## config.mk

```make
export PLATFORM = sky130hd
export DESIGN_NAME = pixel_frame_assembler
export DESIGN_NICKNAME = d
export VERILOG_FILES = /design/src/rtl/img_pkg.sv /design/src/rtl/pixel_frame_assembler_raster_counter.sv /design/src/rtl/pixel_frame_assembler.sv
export SDC_FILE = /design/constraint.sdc
export NUM_CORES = 1
export LEC_CHECK = 0
export ABC_AREA = 1
export BUFFER_PORTS_ARGS = -buffer_cell sky130_fd_sc_hd__buf_2
export CAP_MARGIN = 20
export CORE_ASPECT_RATIO = 1.75
export CORE_MARGIN = 3
export CORE_UTILIZATION = 30
export CTS_CLUSTER_SIZE = 16
export DETAILED_ROUTE_END_ITERATION = 8
export PLACE_DENSITY = 0.48
export SYNTH_ARGS = -nofsm -noshare
export SYNTH_HDL_FRONTEND = slang
export SYNTH_SLANG_ARGS = --single-unit
```

## constraint.sdc

```tcl
create_clock -name clk -period 20.2 [get_ports clk]
set_clock_uncertainty 0.1 [all_clocks]
set_input_delay 5.05 -clock clk [delete_from_list [all_inputs] [get_ports clk]]
set_output_delay 5.05 -clock clk [all_outputs]
set_load 0.02 [all_outputs]
```

## src/rtl/img_pkg.sv

```systemverilog
// Types and default geometry shared by the pixel assembler, median_filter and their benches.
package img_pkg;

    localparam int unsigned R_I = 5;
    localparam int unsigned C_I = 5;
    localparam int unsigned W_I = 8;

    typedef logic unsigned [W_I-1:0] pixel_t;
    typedef pixel_t [R_I-1:0][C_I-1:0] img_t;

    typedef enum logic [1:0] {
        IDLE,
        FILL,
        FULL
    } fsm_state_t;

    // Counter width for n positions; a single position still needs one bit.
    function automatic int unsigned cnt_w(input int unsigned n);
        return (n > 1) ? $clog2(n) : 1;
    endfunction

endpackage

```

## src/rtl/pixel_frame_assembler_raster_counter.sv

```systemverilog
// Row-major raster position counter: reports the position the current beat writes
// (forced to [0][0] on restart) and steps to the following position when enabled.
module raster_counter
    import img_pkg::*;
#(
    parameter int unsigned ROWS = 5,
    parameter int unsigned COLS = 5,
    localparam int unsigned RW = cnt_w(ROWS),
    localparam int unsigned CW = cnt_w(COLS)
) (
    input  logic          clk,
    input  logic          rst,
    input  logic          en,
    input  logic          restart,
    output logic [RW-1:0] pos_row,
    output logic [CW-1:0] pos_col,
    output logic          pos_last
);

    logic [RW-1:0] row;
    logic [RW-1:0] row_nxt;
    logic [CW-1:0] col;
    logic [CW-1:0] col_nxt;

    always_comb begin
        pos_row  = restart ? '0 : row;
        pos_col  = restart ? '0 : col;
        pos_last = (pos_row == RW'(ROWS - 1)) && (pos_col == CW'(COLS - 1));
        row_nxt  = pos_row;
        col_nxt  = pos_col;
        if (pos_col == CW'(COLS - 1)) begin
            col_nxt = '0;
            row_nxt = (pos_row == RW'(ROWS - 1)) ? '0 : pos_row + RW'(1);
        end else begin
            col_nxt = pos_col + CW'(1);
        end
    end

    always_ff @(posedge clk or posedge rst) begin
        if (rst) begin
            row <= '0;
            col <= '0;
        end else if (en) begin
            row <= row_nxt;
            col <= col_nxt;
        end
    end

endmodule

```

## src/rtl/pixel_frame_assembler.sv

```systemverilog
// Collects a raster pixel stream into one packed R_I x C_I image for median_filter.
// Define PIXEL_FRAME_ASSEMBLER_DOUBLE_BUFFER_EN for ping-pong banks; default is a single bank.
module pixel_frame_assembler #(
    parameter int unsigned R_I = img_pkg::R_I,
    parameter int unsigned C_I = img_pkg::C_I,
    parameter int unsigned W_I = img_pkg::W_I
) (
    input  logic                               clk,
    input  logic                               rst,
    input  logic                               s_valid,
    output logic                               s_ready,
    input  logic [W_I-1:0]                     s_data,
    input  logic                               s_sof,
    output logic                               img_valid,
    input  logic                               img_ready,
    output logic [R_I-1:0][C_I-1:0][W_I-1:0]   img,
    output logic                               err_sof
);
    import img_pkg::*;

    localparam int unsigned RW = cnt_w(R_I);
    localparam int unsigned CW = cnt_w(C_I);

    fsm_state_t    state;
    fsm_state_t    state_nxt;
    logic          alive;
    logic          xfer;
    logic          out_xfer;
    logic          wr_en;
    logic          idle_like;
    logic          err_nxt;
    logic [RW-1:0] pos_row;
    logic [CW-1:0] pos_col;
    logic          pos_last;

    assign xfer     = s_valid && s_ready;
    assign out_xfer = img_valid && img_ready;
    assign wr_en    = xfer && (s_sof || (state == FILL));
    assign err_nxt  = xfer && ((idle_like && !s_sof) || ((state == FILL) && s_sof));

    raster_counter #(
        .ROWS (R_I),
        .COLS (C_I)
    ) u_cnt (
        .clk      (clk),
        .rst      (rst),
        .en       (wr_en),
        .restart  (s_sof),
        .pos_row  (pos_row),
        .pos_col  (pos_col),
        .pos_last (pos_last)
    );

    // alive keeps s_ready low until the first edge after reset release.
    always_ff @(posedge clk or posedge rst) begin
        if (rst) begin
            alive   <= 1'b0;
            err_sof <= 1'b0;
        end else begin
            alive   <= 1'b1;
            err_sof <= err_nxt;
        end
    end

`ifdef PIXEL_FRAME_ASSEMBLER_DOUBLE_BUFFER_EN

    logic [1:0][R_I-1:0][C_I-1:0][W_I-1:0] bank;
    logic [1:0] full;
    logic [1:0] full_nxt;
    logic       wr_sel;
    logic       wr_sel_nxt;
    logic       rd_sel;
    logic       wbank;
    logic       complete;

    // In FULL both banks hold frames and the read bank is the other one; an
    // accepted pixel there lands in the read bank as it is consumed this edge.
    assign idle_like = (state == IDLE) || (state == FULL);
    assign wbank     = (state == FULL) ? !wr_sel : wr_sel;
    assign complete  = wr_en && pos_last;

    always_ff @(posedge clk or posedge rst) begin
        if (rst) begin
            state  <= IDLE;
            full   <= '0;
            wr_sel <= 1'b0;
            rd_sel <= 1'b0;
        end else begin
            state  <= state_nxt;
            full   <= full_nxt;
            wr_sel <= wr_sel_nxt;
            rd_sel <= out_xfer ? !rd_sel : rd_sel;
        end
    end

    always_comb begin
        full_nxt = full;
        if (out_xfer) begin
            full_nxt[rd_sel] = 1'b0;
        end
        if (complete) begin
            full_nxt[wbank] = 1'b1;
        end
        wr_sel_nxt = (full_nxt[wr_sel] && !full_nxt[!wr_sel]) ? !wr_sel : wr_sel;
        if (full_nxt[wr_sel_nxt]) begin
            state_nxt = FULL;
        end else if (complete) begin
            state_nxt = IDLE;
        end else if (wr_en) begin
            state_nxt = FILL;
        end else if (state == FULL) begin
            state_nxt = IDLE;
        end else begin
            state_nxt = state;
        end
    end

    always_comb begin
        s_ready   = alive && ((state != FULL) || img_ready);
        img_valid = full[rd_sel];
        img       = bank[rd_sel];
    end

    always_ff @(posedge clk or posedge rst) begin
        if (rst) begin
            bank <= '0;
        end else if (wr_en) begin
            bank[wbank][pos_row][pos_col] <= s_data;
        end
    end

`else

    logic [R_I-1:0][C_I-1:0][W_I-1:0] frame;

    assign idle_like = (state == IDLE);

    always_ff @(posedge clk or posedge rst) begin
        if (rst) begin
            state <= IDLE;
        end else begin
            state <= state_nxt;
        end
    end

    always_comb begin
        state_nxt = state;
        case (state)
            IDLE:    if (xfer && s_sof) state_nxt = pos_last ? FULL : FILL;
            FILL:    if (xfer && pos_last) state_nxt = FULL;
            FULL:    if (out_xfer) state_nxt = IDLE;
            default: state_nxt = IDLE;
        endcase
    end

    always_comb begin
        s_ready   = alive && (state != FULL);
        img_valid = (state == FULL);
        img       = frame;
    end

    always_ff @(posedge clk or posedge rst) begin
        if (rst) begin
            frame <= '0;
        end else if (wr_en) begin
            frame[pos_row][pos_col] <= s_data;
        end
    end

`endif

endmodule

```

==> impl_metrics.json, run 1 <==
{
  "critical_path_arrival_ps": 1350,
  "synth_seq_cells": 210,
  "synth_nets": 817,
  "fill_cells": 2690,
  "clock-sinks": 210,
  "maxSlewHeadroom": 0.3664,
  "grt_pass1_vias": 6171,
  "avgSynthCellArea_sq_um": 10.00,
  "drt-initial-drc-count": 326,
  "post_cts_buffers": 0,
  "tightest_slew_ps": 950.4,
  "portBuffers": 215,
  "powerDensity_mw_per_mm2": 127.3,
  "grt_use_total": 0.1742,
  "yosysSeqAreaShare": 0.6567,
  "fp.dieH_um": 222.1,
  "fin_area_sq_mm": 0.009935,
  "clockRootBuffer": "clkbuf_16",
  "clock_path_buffers": 3,
  "cp.depth": 5,
  "nets": 1019,
  "hold_buffers": 0,
  "antenna_found_initial": 0,
  "cp_max_fo": 5,
  "path_class": "reg -> out",
  "rr_worst_depth": 6,
  "timing.final.crit_share": 0.3220,
  "max_cap_violations": 0,
  "die_x_um": 129.5,
  "antenna_left": 0,
  "clkTransAtPathRegs_ps": 60,
  "dpl_cell_area_sq_mm": 0.009313,
  "finalHoldViolCount": 0,
  "timing.rr.start": "state[1]$_DFFE_PP0P_",
  "syn2layout_area_growth_pct": 24.14,
  "required_ps": 15050,
  "yosys_warnings": 0,
  "h-tree-depth": 1,
  "synth_ff_type": "dfrtp_1",
  "synth_adder_area_share": 0.006254,
  "grt_start_max_net_pins": 138,
  "cts_tree": "built",
  "synth_simple_gate_area_share": 0.1588,
  "leakagePower_uw": 0.005256,
  "cp-start-kind": "flip-flop",
  "vdd_drop_max_mv": 0.05703,
  "tns_ps": 0,
  "start_util": 0.3071,
  "ff_latch_area_sq_mm": 0.005255,
  "synth_xor_xnor_area_share": 0.002189,
  "syn_area_sq_mm": 0.008003,
  "synth_cells": 800,
  "whs_path_depth": 2,
  "drcViolationCount": 0,
  "slowest_delay_ps": 380,
  "wl_per_cell_um": 18.60,
  "min_to": "img[195]$_DFFE_PP0P_",
  "cts_buffers": 21,
  "clk_latency_ps": 500,
  "routed_wl_um": 24750,
  "ys_types": 28,
  "r2r_slack_ps": 18100,
  "hold_class": "reg -> reg",
  "outcome": "completed",
  "cp_slowest_cell": "dfrtp_1",
  "worstPathCellList": "inv_2, nand2_2, nand2_1, inv_1, buf_2",
  "critPathCaptureType": "primary output",
  "dpl.hpwl_um": 16130,
  "synth_compound_area_frac": 0.1332,
  "grt_pass1_wl_um": 38250,
  "overflow": 0,
  "n_antenna_cell": 0,
  "grt_setup_unrepaired": "no",
  "synthMuxAreaShare": 0,
  "multiInputGateArea_sq_mm": 0.002409,
  "path_delay_family": "flip-flops",
  "cts-resized-gates": 0,
  "synth-async-reset-ratio": 1.000,
  "first_pass_iters": 4,
  "layout-drive-gt1-share": 0.2928,
  "rows": 78,
  "worstHoldStart": "img[195]$_DFFE_PP0P_",
  "via_count": 6146,
  "hold_ws_ps": 381.3,
  "r2r_end": "img[21]$_DFFE_PP0P_",
  "timing.fmax_mhz": 153.8,
  "synth_edf_count": 0,
  "slew_viol_final": 0,
  "io_pins": 216,
  "die_area_sq_mm": 0.02875,
  "via_per_inst": 4.618,
  "critPathBufInv": 3,
  "synth_top_family_by_area": "simple AND/OR/NAND/NOR gates",
  "min_period_ps": 6504,
  "core_area_sq_mm": 0.02606,
  "finalSetupViolCount": 0,
  "place.gp.congestion": 0.7619
}
-- metal layers --
layer	vias to the layer above	share of wire	global-route usage
li1	2996	-	-
met1	2961	0.38	0.2005
met2	164	0.55	0.3252
met3	25	0.056	0.03423
met4	0	0.016	0.04262
met5	-	0	0
-- report_power, final --
group,switching (uW),leakage [uW],internal [uW]
registers,50.3,0.00286,507
logic,236,0.00208,107
clock network,158,0.000313,207
total,445,0.00526,820
-- synth_stat cells (2+ instances only) --
| cell | instances | area [sq um] |
|---|---|---|
| nand2_1 | 224 | 840.8 |
| dfrtp_1 | 210 | 5255 |
| o21ai_1 | 162 | 810.8 |
| o21ai_0 | 43 | 215.2 |
| nor2_1 | 33 | 123.9 |
| nand2_2 | 28 | 175.2 |
| inv_1 | 23 | 86.33 |
| buf_2 | 22 | 110.1 |
| clkbuf_1 | 16 | 60.06 |
| buf_6 | 5 | 56.30 |
| ha_1 | 4 | 50.05 |
| nand4_1 | 4 | 25.02 |
| inv_2 | 3 | 11.26 |
| nand3_1 | 3 | 15.01 |
| nand3_2 | 3 | 30.03 |
| a21oi_1 | 2 | 10.01 |
| buf_4 | 2 | 15.01 |
| nor2_2 | 2 | 12.51 |
| xor2_1 | 2 | 17.52 |
-- layout make-up --
class	instances	area share
clock buffers	28	0.06058
clock inverters	4	0.002015
inverters	26	0.01058
multi-input cells	519	0.2424
flip-flops and latches	210	0.5290
well taps	320	0.04030
repair buffers	224	0.1151
-- logic make-up (layout without fill, tap and decap cells) --
family / Yosys count / in the layout
flip-flops: 210 / 210
XOR/XNOR: 2 / 2
AO/OA/AOI/OAI: 211 / 211
other: 1 / 1
AND/OR/NAND/NOR: 301 / 301
buffers and inverters: 71 / 282
adder cells (fa/ha/maj): 4 / 4
-- worst max path at each step --
stage	from	to	slack [ps]
after global routing	rst	img[90]$_DFFE_PP0P_	13520
after global placement	rst	img[153]$_DFFE_PP0P_	13150
final	state[0]$_DFFE_PP0P_	s_ready	13700
after detailed placement	rst	img[153]$_DFFE_PP0P_	13180
after CTS	state[0]$_DFFE_PP0P_	s_ready	13650
after floorplan	rst	alive$_DFF_PP0_	9310
-- flip-flops by register name, summed over array words and instances (netlist names) --
name,flops
err_sof,1
state,2
alive,1
u_cnt.row,3
img,200
u_cnt.col,3
-- placed cells by master, fill, tap and decap left out, drive strengths merged --
master,instances
nand4,4
a21oi,2
or2,1
dfrtp,210
o21ai,206
nand2,253
clkinv,4
o211ai,1
o22ai,1
clkbuf,28
ha,4
buf,224
a211oi,1
inv,26
nor2,37
nand3,6
conb,1
xor2,2
-- per-stage QoR --
step / setup WS (ps) / power (uW) / std cells / util
3_3_place_gp: 13150 / 910.7 / 1299 / 0.3574
2_1_floorplan: 9312 / 778.4 / 800 / -
4_1_cts: 13650 / 1287 / 1331 / 0.3813
6_report: 13700 / 1265 / 1331 / 0.3813
5_1_grt: 13520 / 1340 / 1331 / 0.3813
3_5_place_dp: 13180 / 914.9 / 1299 / 0.3574
-- worst register-to-register path: cells and delay by family, from the launching register on --
kind	cells	cell delay [ps]
AO/OA/AOI/OAI	1	80
flip-flops	1	410
AND/OR/NAND/NOR	5	1400
Power figures use the tool's default switching activity.
==> run 2: changes to the inputs <==
- clock period: 20.2 -> 6.2 ns (I/O delays scaled with it)
==> run 2 against run 1 <==
  * Final cell count rose by 0.38%
  * Global-route usage fell by 0.13 points
  * Power rose to 3.4 times the previous value
==> impl_metrics.json, run 2 (synthesis gave the netlist of run 1 again) <==
{
  "timing.rr.start": "state[1]$_DFFE_PP0P_",
  "hold_class": "reg -> reg",
  "cts_tree": "built",
  "drt-initial-drc-count": 366,
  "dpl.hpwl_um": 16320,
  "min_to": "img[181]$_DFFE_PP0P_",
  "die_area_sq_mm": 0.02875,
  "path_class": "reg -> out",
  "grt_pass1_vias": 6195,
  "clk_latency_ps": 510,
  "n_antenna_cell": 0,
  "overflow": 0,
  "leakagePower_uw": 0.005299,
  "cp_max_fo": 5,
  "dp_cells": 1300,
  "fin_area_sq_mm": 0.01003,
  "layout-drive-gt1-share": 0.2963,
  "via_per_inst": 4.558,
  "critPathCaptureType": "primary output",
  "timing.fmax_mhz": 331.1,
  "hold_ws_ps": 382.1,
  "tightest_slew_ps": 855.2,
  "whs_path_depth": 2,
  "fill_cells": 2661,
  "cp-start-kind": "flip-flop",
  "clkTransAtPathRegs_ps": 60,
  "finish.utilization": 0.3850,
  "syn2layout_area_growth_pct": 25.38,
  "timing.final.crit_share": 0.4871,
  "powerDensity_mw_per_mm2": 423.2,
  "io_pins": 216,
  "first_pass_iters": 4,
  "finalHoldViolCount": 0,
  "h-tree-depth": 1,
  "clock-sinks": 210,
  "place.gp.congestion": 0.7756,
  "routed_wl_um": 24780,
  "r2r_slack_ps": 4100,
  "hold_buffers": 0,
  "via_count": 6090,
  "worstPathCellList": "inv_2, nand2_2, nand2_1, inv_1, buf_2",
  "maxSlewHeadroom": 0.4299,
  "cts_buffers": 21,
  "path_delay_family": "flip-flops",
  "antenna_found_initial": 0,
  "min_period_ps": 3020,
  "dpl_cell_area_sq_mm": 0.009329,
  "outcome": "completed",
  "drcViolationCount": 0,
  "antenna_left": 0,
  "start_util": 0.3071,
  "final_common_cell": "nand2_1",
  "max_cap_violations": 0,
  "worstHoldStart": "img[181]$_DFFE_PP0P_",
  "grt_start_max_net_pins": 151,
  "critical_path_arrival_ps": 1370,
  "nets": 1020,
  "rows": 78,
  "clockRootBuffer": "clkbuf_16",
  "grt_setup_unrepaired": "no",
  "slew_viol_final": 0,
  "portBuffers": 215,
  "core_area_sq_mm": 0.02606,
  "grt_use_total": 0.1729,
  "finalSetupViolCount": 0,
  "die_x_um": 129.5,
  "instances_no_fill": 1336,
  "critPathBufInv": 3,
  "rr_worst_depth": 6,
  "clock_path_buffers": 3,
  "largest_register_ffs": 200,
  "layout_common_cells": "nand2_1 (224), buf_2 (215), dfrtp_1 (210)",
  "fp.dieH_um": 222.1,
  "vdd_drop_max_mv": 0.2288,
  "post_cts_buffers": 0,
  "cts-resized-gates": 0,
  "grt_pass1_wl_um": 38120,
  "r2r_end": "img[195]$_DFFE_PP0P_",
  "tns_ps": 0,
  "slowest_delay_ps": 390,
  "cp_slowest_cell": "dfrtp_1",
  "required_ps": 4550,
  "wl_per_cell_um": 18.55
}
-- run 2: changes by cell type in the layout (fill, tap and decap cells not counted), sizes merged --
| cell | previous run | this run |
|---|---|---|
| clkbuf | 28 | 29 |
| buf | 224 | 225 |
| clkinvlp | 0 | 1 |
| bufinv | 0 | 2 |
-- run 2: report_power, final --
group / internal (uW) / switching [uW] / total (uW)
clock network: 776 / 537 / 1310
registers: 1650 / 165 / 1820
logic: 349 / 769 / 1120
total: 2780 / 1470 / 4250
-- run 2: per-stage QoR --
step	setup WS, ps	power [uW]
floorplan	1822	2536
global placement	2973	2961
detailed placement	2978	2976
CTS	3139	4313
global route	3092	4484
finish	3180	4247
-- run 2: area by class of cell --
| type | instances | area, sq um | share of cell area |
|---|---|---|---|
| Clock buffer | 29 | 615.6 | 0.06135 |
| Clock inverter | 7 | 88.84 | 0.008854 |
| Multi-Input combinational cell | 519 | 2409 | 0.2401 |
| Tap cell | 320 | 400.4 | 0.03991 |
| Inverter | 26 | 101.3 | 0.01010 |
| Timing Repair Buffer | 225 | 1164 | 0.1160 |
| Sequential cell | 210 | 5255 | 0.5238 |
-- run 2: layer usage --
| layer | GRT usage | share of wire | vias up |
|---|---|---|---|
| li1 | - | - | 3008 |
| met1 | 0.2074 | 0.40 | 2881 |
| met3 | 0.03303 | 0.053 | 32 |
| met5 | 0 | 0 | - |
| met4 | 0.05134 | 0.024 | 0 |
| met2 | 0.3098 | 0.52 | 169 |
-- run 2: worst max-delay path by stage --
stage                          from                   to  slack (ps)  depth (start not counted)
3_5_place_dp                s_valid  img[23]$_DFFE_PP0P_        2980                          6
5_1_grt        state[0]$_DFFE_PP0P_              s_ready        3090                          5
6_report       state[0]$_DFFE_PP0P_              s_ready        3180                          5
3_3_place_gp                s_valid  img[18]$_DFFE_PP0P_        2970                          6
2_1_floorplan                   rst      alive$_DFF_PP0_        1820                          1
4_1_cts        state[0]$_DFFE_PP0P_              s_ready        3140                          5
-- run 2: worst register-to-register path, stage by stage, from the launching register on --
cell and delay, ps:
dfrtp_1 410, nand2_2 140, nand3_2 140, nor2_8 500
nand2_1 440, nand2_1 160, o21ai_0 90
==> run 3: changes to the inputs <==
- clock period: 6.2 -> 3.1 ns (I/O delays scaled with it)
==> run 3 against run 2 <==
  * Final cell count up 0.30%
  * Core utilization is 0.24 points lower
  * Critical path depth down 1
==> impl_metrics.json, run 3 (synthesis gave the netlist of run 1 again) <==
{
  "antenna_found_initial": 0,
  "timing.final.crit_share": 0.7255,
  "grt_pass1_wl_um": 38160,
  "tightest_slew_ps": 747.8,
  "syn2layout_area_growth_pct": 24.61,
  "die_x_um": 129.5,
  "tns_ps": 0,
  "cts-resized-gates": 0,
  "hold_class": "in -> async",
  "finalSetupViolCount": 0,
  "drt-initial-drc-count": 315,
  "via_count": 6090,
  "portBuffers": 215,
  "cts_buffers": 21,
  "critPathCaptureType": "primary output",
  "path_class": "reg -> out",
  "n_antenna_cell": 0,
  "slew_viol_final": 0,
  "io_pins": 216,
  "grt_start_max_net_pins": 111,
  "h-tree-depth": 1,
  "min_period_ps": 2249,
  "layout-drive-gt1-share": 0.2922,
  "nets": 1024,
  "dpl.hpwl_um": 16890,
  "powerDensity_mw_per_mm2": 824.1,
  "grt_use_total": 0.1727,
  "via_per_inst": 4.545,
  "clkTransAtPathRegs_ps": 60,
  "drcViolationCount": 0,
  "rr_worst_depth": 7,
  "fp.dieH_um": 222.1,
  "routed_wl_um": 24880,
  "overflow": 0,
  "outcome": "completed",
  "wl_per_cell_um": 18.56,
  "worstPathCellList": "nand2_2, nand2_1, inv_1, buf_2",
  "finalHoldViolCount": 0,
  "die_area_sq_mm": 0.02875,
  "hold_buffers": 0,
  "cp-start-kind": "flip-flop",
  "power.total_uw": 8218,
  "rows": 78,
  "cp-startpoint": "state[1]$_DFFE_PP0P_",
  "start_util": 0.3071,
  "slowest_delay_ps": 420,
  "clockRootBuffer": "clkbuf_16",
  "layout_common_cells": "nand2_1 (224), buf_2 (215), dfrtp_1 (210)",
  "required_ps": 2220,
  "final_common_cell": "nand2_1",
  "antenna_left": 0,
  "leakagePower_uw": 0.005263,
  "clock_path_buffers": 3,
  "post_cts_buffers": 0,
  "maxSlewHeadroom": 0.5015,
  "grt_setup_unrepaired": "no",
  "core_area_sq_mm": 0.02606,
  "cts_tree": "built",
  "clock-sinks": 210,
  "hold_ws_ps": 339.3,
  "largest_register_ffs": 200,
  "instances_no_fill": 1340,
  "clk_latency_ps": 500,
  "grt_pass1_vias": 6105,
  "critical_path_arrival_ps": 1370,
  "cp_max_fo": 5,
  "vdd_drop_max_mv": 0.4072,
  "timing.rr.start": "state[1]$_DFFE_PP0P_",
  "timing.fmax_mhz": 444.6,
  "dp_cells": 1304,
  "max_cap_violations": 0,
  "first_pass_iters": 4,
  "place.gp.congestion": 0.7703,
  "cp_slowest_cell": "dfrtp_1"
}
run 3: changes by cell type in the layout (fill, tap and decap cells not counted), sizes merged:
| cell | change |
|---|---|
| buf | +4 |
| bufinv | -2 |
| clkbuf | +3 |
| clkinv | -2 |
| clkinvlp | +1 |
run 3: stage by stage:
step / setup slack, ps / utilization / area [sq um]
floorplan: -503.2 / - / 8006
global placement: 703.9 / 0.3592 / 9359
detailed placement: 669.4 / 0.3592 / 9359
CTS: 810.0 / 0.3827 / 9972
global route: 776.4 / 0.3827 / 9972
finish: 850.9 / 0.3827 / 9972
run 3: report_power, final:
part	internal, uW	switching, uW	total, uW	leakage [uW]
logic	704	1530	2230	0.00210
clock network	1310	1050	2350	0.000296
registers	3300	334	3640	0.00286
run 3: critical path: cells and delay by family, from the launching register on:
| family | cells | cell delay (ps) |
|---|---|---|
| simple gates | 2 | 210 |
| buf+inv | 2 | 240 |
| flops | 1 | 420 |
run 3: final cells by class:
cell class,instances,area [sq um]
Clock buffer,32,586.8
Clock inverter,4,26.28
Fill cell,2662,16090
Inverter,26,101.3
Multi-Input combinational cell,519,2409
Sequential cell,210,5255
Tap cell,320,400.4
Timing Repair Buffer,229,1194
run 3: routing by layer:
layer / vias up / wire (um) / GRT usage
li1: 3023 / - / -
met1: 2873 / 9885 / 0.2065
met2: 162 / 13060 / 0.3125
met3: 32 / 1327 / 0.03255
met4: 0 / 599 / 0.04765
met5: - / 0 / 0
run 3: final timing paths:
kind                                             end  slack, ps
worst max-delay path                         s_ready        850
worst min-delay path               err_sof$_DFF_PP0_        340
worst max register to register  img[136]$_DFFE_PP0P_       1160
worst min register to register  img[176]$_DFFE_PP0P_        380
max in group asynchronous       img[155]$_DFFE_PP0P_       1910
min in group clk                img[176]$_DFFE_PP0P_        380
